$ cat config.mk
export PLATFORM = sky130hd
export DESIGN_NAME = es_multi
export DESIGN_NICKNAME = d
export VERILOG_FILES = /design/src/rtl/es_multi.sv
export SDC_FILE = /design/constraint.sdc
export NUM_CORES = 1
export LEC_CHECK = 0
export CORE_ASPECT_RATIO = 1.75
export CORE_MARGIN = 2
export CORE_UTILIZATION = 33
export CTS_BUF_LIST = sky130_fd_sc_hd__clkbuf_16
export CTS_CLUSTER_SIZE = 40
export DETAILED_ROUTE_END_ITERATION = 10
export GPL_ROUTABILITY_DRIVEN = 0
export GPL_TIMING_DRIVEN = 0
export PLACE_DENSITY_LB_ADDON = 0.1
export SYNTH_ARGS = -nofsm -noshare
export SYNTH_HDL_FRONTEND = slang
export SYNTH_SLANG_ARGS = --single-unit
$ cat constraint.sdc
create_clock -name clk -period 3.5 [get_ports clk]
set_input_delay 0.7 -clock clk [delete_from_list [all_inputs] [get_ports clk]]
set_output_delay 0.7 -clock clk [all_outputs]
set_load 0.01 [all_outputs]
$ cat src/rtl/es_multi.sv
// Port-mapped I/O controller: synchronised input ports with sticky change flags,
// output registers with one-cycle write strobes, and a masked priority interrupt.

module es_multi_lane #(
  parameter int DATA_W      = 8,
  parameter int SYNC_STAGES = 2
) (
  input  logic              clk,
  input  logic              reset,
  input  logic [DATA_W-1:0] din,
  output logic [DATA_W-1:0] s,
  output logic              diff
);
  logic [SYNC_STAGES-1:0][DATA_W-1:0] chain;
  logic [DATA_W-1:0]                  prev;

  always_ff @(posedge clk or negedge reset) begin
    if (!reset) begin
      chain <= '0;
      prev  <= '0;
    end else begin
      chain[0] <= din;
      for (int k = 1; k < SYNC_STAGES; k++) chain[k] <= chain[k-1];
      prev <= chain[SYNC_STAGES-1];
    end
  end

  assign s    = chain[SYNC_STAGES-1];
  assign diff = (s != prev);
endmodule

module es_multi #(
  parameter int DATA_W      = 8,
  parameter int NIN         = 4,
  parameter int NOUT        = 4,
  parameter int ID_W        = 3,
  parameter int SYNC_STAGES = 2,
  parameter int OUT_RST     = 0
) (
  input  logic                   clk,
  input  logic                   reset,
  input  logic                   rd_en,
  input  logic                   wr_en,
  input  logic [ID_W-1:0]        port_id,
  input  logic [DATA_W-1:0]      wdata,
  output logic [DATA_W-1:0]      rdata,
  input  logic [NIN*DATA_W-1:0]  in_bus,
  output logic [NOUT*DATA_W-1:0] out_bus,
  output logic [NOUT-1:0]        out_stb,
  output logic                   irq,
  output logic [ID_W-1:0]        irq_id
);
  localparam logic [ID_W-1:0]   STATUS    = '1;
  localparam int                WARM      = SYNC_STAGES + 1;
  localparam int                CW        = $clog2(WARM + 1);
  localparam logic [CW-1:0]     WARM_C    = CW'(WARM);
  localparam logic [DATA_W-1:0] OUT_RST_V = DATA_W'(OUT_RST);

  logic [NIN-1:0][DATA_W-1:0]  s;
  logic [NIN-1:0]              diff, chg, chg_nxt, mask, pend, rd_hit;
  logic [NOUT-1:0]             wr_hit;
  logic [NOUT-1:0][DATA_W-1:0] out_q;
  logic [DATA_W-1:0]           rd_val;
  logic [ID_W-1:0]             id_nxt;
  logic [CW-1:0]               cnt;
  logic                        warm;

  for (genvar i = 0; i < NIN; i++) begin : g_lane
    es_multi_lane #(.DATA_W(DATA_W), .SYNC_STAGES(SYNC_STAGES)) u_lane (
      .clk  (clk),
      .reset(reset),
      .din  (in_bus[i*DATA_W +: DATA_W]),
      .s    (s[i]),
      .diff (diff[i])
    );
  end

  // Flags stay blocked until the sync chains and prev have flushed the reset zeros.
  always_ff @(posedge clk or negedge reset) begin
    if (!reset)     cnt <= '0;
    else if (!warm) cnt <= cnt + 1'b1;
  end
  assign warm = (cnt == WARM_C);

  always_comb begin
    rd_hit = '0;
    wr_hit = '0;
    rd_val = '0;
    for (int i = 0; i < NIN; i++)
      if (port_id == ID_W'(i)) begin
        rd_hit[i] = rd_en;
        rd_val    = s[i];
      end
    if (port_id == STATUS) rd_val = DATA_W'(chg);
    for (int i = 0; i < NOUT; i++) wr_hit[i] = wr_en && (port_id == ID_W'(i));
    // Set after clear so a new change wins over a same-edge read.
    chg_nxt = (chg & ~rd_hit) | (diff & {NIN{warm}});
    pend    = chg & mask;
    id_nxt  = '0;
    for (int i = NIN - 1; i >= 0; i--)
      if (pend[i]) id_nxt = ID_W'(i);
  end

  always_ff @(posedge clk or negedge reset) begin
    if (!reset) begin
      chg     <= '0;
      mask    <= '0;
      rdata   <= '0;
      out_stb <= '0;
      irq     <= 1'b0;
      irq_id  <= '0;
      out_q   <= {NOUT{OUT_RST_V}};
    end else begin
      chg     <= chg_nxt;
      out_stb <= wr_hit;
      irq     <= |pend;
      irq_id  <= id_nxt;
      if (rd_en) rdata <= rd_val;
      if (wr_en && port_id == STATUS) mask <= wdata[NIN-1:0];
      for (int i = 0; i < NOUT; i++)
        if (wr_hit[i]) out_q[i] <= wdata;
    end
  end

  assign out_bus = out_q;
endmodule

==> key figures <==
Outcome
  • Status: completed

Layout
  • Multi-input logic area: 1290 um^2
  • Ant diodes: 0
  • Sequential cell area: 3830 um^2
  • Final nets: 477
  • Area Growth Syn to Fin: 33.3%
  • Share of cells above drive strength 1: 18.8%
  • Post-route insts no fill: 628
  • Fillers: 1411
  • Final Util: 45.1%

Setup path
  • Worst setup SP type: input pin
  • Crit path arrival time: 2370 ps
  • CP Data Required Time: 3790 ps
  • CP peak stage delay: 540 ps
  • CP top delay family: simple AND/OR/NAND/NOR gates
  • Worst Setup Path Type: in2reg
  • CP cell instances: clkdlybuf4s50_1 > nand2b_2 > nor2_2 > mux2_2
  • Slowest cell on crit path: nor2_2
  • CP Buf/Inv Count: 1
  • Crit path capture type: register
  • Critical path peak fanout: 9
  • Reg2reg setup slack: 2210 ps

Timing
  • Max Freq: 0.482 GHz
  • Crit path setup slack, layout: 1420 ps
  • Hold Vio Cnt, Final: 0
  • Max-slew violation count: 0
  • Hold WS: 275 ps
  • RSZ-0062 raised after global routing: no
  • Worst-Margin Slew: 675 ps
  • Slew headroom: 55.0%
  • Setup Skew: 8.61 ps
  • Tcrit/Tclk final: 59.3%
  • Setup Viol. Count Final: 0
  • Final min period: 2080 ps

Power
  • Power density of the placed cells: 626 nW/um^2
  • Lkg Pwr: 2.93 nW
  • Peak supply drop: 0.265 mV

Placement
  • Dpl ws: 986 ps
  • HPWL after DPL: 7.57 mm
  • Buffers on Ports: 90
  • Placed insts: 596

Yosys
  • Synthesized area per cell: 16.4 um^2
  • Ys Warns: 0
  • Netlist Area Pre-Place: 5230 um^2
  • Seq cells post-synth: 153
  • Most used flip-flop cell after synthesis: dfrtp_1
  • Count of cell types in the netlist: 37
  • Async set or reset register ratio after synthesis: 100%
  • Post-synth EDFFs: 0
  • Synthesized instance count: 319
  • Post-Syn Nets: 367
  • Register area share after synthesis: 73.2%

Clock tree
  • CTS clk-pin slew, worst paths: 70 ps
  • Root buffer cell: clkbuf_16
  • CTS Hold Bufs: 0
  • Sink Count: 153
  • Max clock buf depth: 2
  • CTS tree: built
  • Max H-tree Level: 4
  • Clock latency on the worst-skew pair: 410 ps
  • Resize count post-CTS: 0
  • Setup bufs post-CTS: 0
  • Number of buffers created by CTS: 17

Global routing
  • Gr ovfl total: 0
  • Antenna violations before repair: 0
  • First-pass GRT wire length: 17.6 mm
  • Vias in the first global route: 3220
  • GR Util All Layers: 13.9%
  • Largest net degree at the start of global routing: 84

Run
  • Number of max-cap violations: 0

Floorplan
  • Die Width: 99.1 um
  • Row count: 60
  • Core area: 15500 um^2
  • Chip height: 170 um
  • Ports: 95
  • Die area: 16900 um^2
  • Initial Utilization: 33.8%

Drt
  • Post-route ant nets: 0
  • Drt via density: 4.50
  • Via count: 2827
  • Starting DRT DRC Count: 72
  • DRC: 0
  • Wire per inst: 17.2 um
  • Total Wirelength: 10.8 mm
  • First-pass DRT Iterations: 4

Worst hold path
  • Hold Path Class: in2async
==> worst paths after layout <==
check | depth (start not counted) | from | end
hold / removal | 1 | reset | g_lane[0].u_lane.chain[6]
max in group asynchronous | 2 | reset | g_lane[3].u_lane.s[0]
setup / recovery | 4 | port_id[2] | out_bus[17]
setup reg to reg | 4 | g_lane[0].u_lane.s[4] | chg[0]
min in group clk | 0 | g_lane[0].u_lane.chain[3] | g_lane[0].u_lane.s[3]
hold reg to reg | 0 | g_lane[0].u_lane.chain[3] | g_lane[0].u_lane.s[3]
==> registers in the layout, summed over array words and instances, names as in the netlist <==
signal,flops
g_lane.u_lane.s,32
g_lane.u_lane.prev,32
chg,4
out_bus,32
rdata,8
out_stb,4
mask,4
cnt,2
g_lane.u_lane.chain,32
irq_id,2
irq,1
==> power by group <==
group	total (mW)	internal (mW)	switching [mW]
Clock	1.77	1.05	0.719
Sequential	2.03	1.94	0.0914
Combinational	0.566	0.344	0.222
==> per-stage QoR <==
step	instance area, um^2	setup TNS, ps	power (mW)
finish	6970	0	4.36
global route	6970	0	4.57
CTS	6970	0	4.43
detailed placement	6390	0	2.64
global placement	6360	-664100	2.63
floorplan	5230	0	2.28
==> layer usage <==
layer | part of all wire [%] | up-vias | wire length (um) | GRT usage [%]
li1 | - | 1314 | - | -
met1 | 39 | 1441 | 4190 | 15.8
met2 | 56 | 60 | 5990 | 24.6
met3 | 4.0 | 12 | 432 | 3.76
met4 | 1.6 | 0 | 172 | 5.54
met5 | 0 | - | 0 | 0
==> cell usage in the layout, fill, tap and decap left out, types with 3 or more instances in the layout <==
master	n
a2bb2oi_1	4
buf_6	3
clkbuf_1	3
clkbuf_16	17
clkdlybuf4s50_1	89
clkinvlp_4	5
dfrtp_1	153
inv_1	11
inv_6	3
mux2_2	37
mux2i_1	4
nand2_1	10
nand4_1	9
nor2_1	8
o211a_1	4
o21ai_0	7
o221ai_1	4
o22ai_1	4
xnor2_1	33
==> cell usage after synthesis (2+ instances only) <==
library cell	n	area, um^2
nand2_1	10	37.5
buf_4	2	15.0
o211a_1	4	40.0
clkbuf_1	3	11.3
a2bb2oi_1	4	35.0
buf_6	2	22.5
mux4_1	2	52.6
o21ai_0	7	35.0
nor2_2	2	12.5
a22oi_1	2	15.0
o22ai_1	4	25.0
nor2_1	8	30.0
nand2b_4	2	27.5
mux2i_1	4	40.0
nand4_1	9	56.3
mux4_2	2	45.0
mux2_2	37	417
o221ai_1	4	35.0
dfrtp_1	153	3830
inv_1	9	33.8
xnor2_1	33	289
==> logic make-up (layout without fill, tap and decap cells) <==
logic type               after synthesis  after routing  synth area share [%]
flip-flops                           153            153                  73.2
multiplexers                          45             45                  10.6
AND/OR/NAND/NOR                       39             39                  4.33
XOR/XNOR                              33             33                  5.53
AO/OA/AOI/OAI                         28             28                  3.95
buffers and inverters                 19            142                  2.03
adder cells (fa/ha/maj)                1              1                 0.239
other                                  1              1                0.0717
==> layout make-up <==
cell class	count	area share, %
clock buffers	17	6.11
well taps	186	3.34
inverters	9	0.485
plain buffers	10	1.04
repair buffers	91	13.3
clock inverters	15	2.19
multi-input cells	147	18.5
flip-flops and latches	153	54.9
Power figures use the tool's default switching activity.
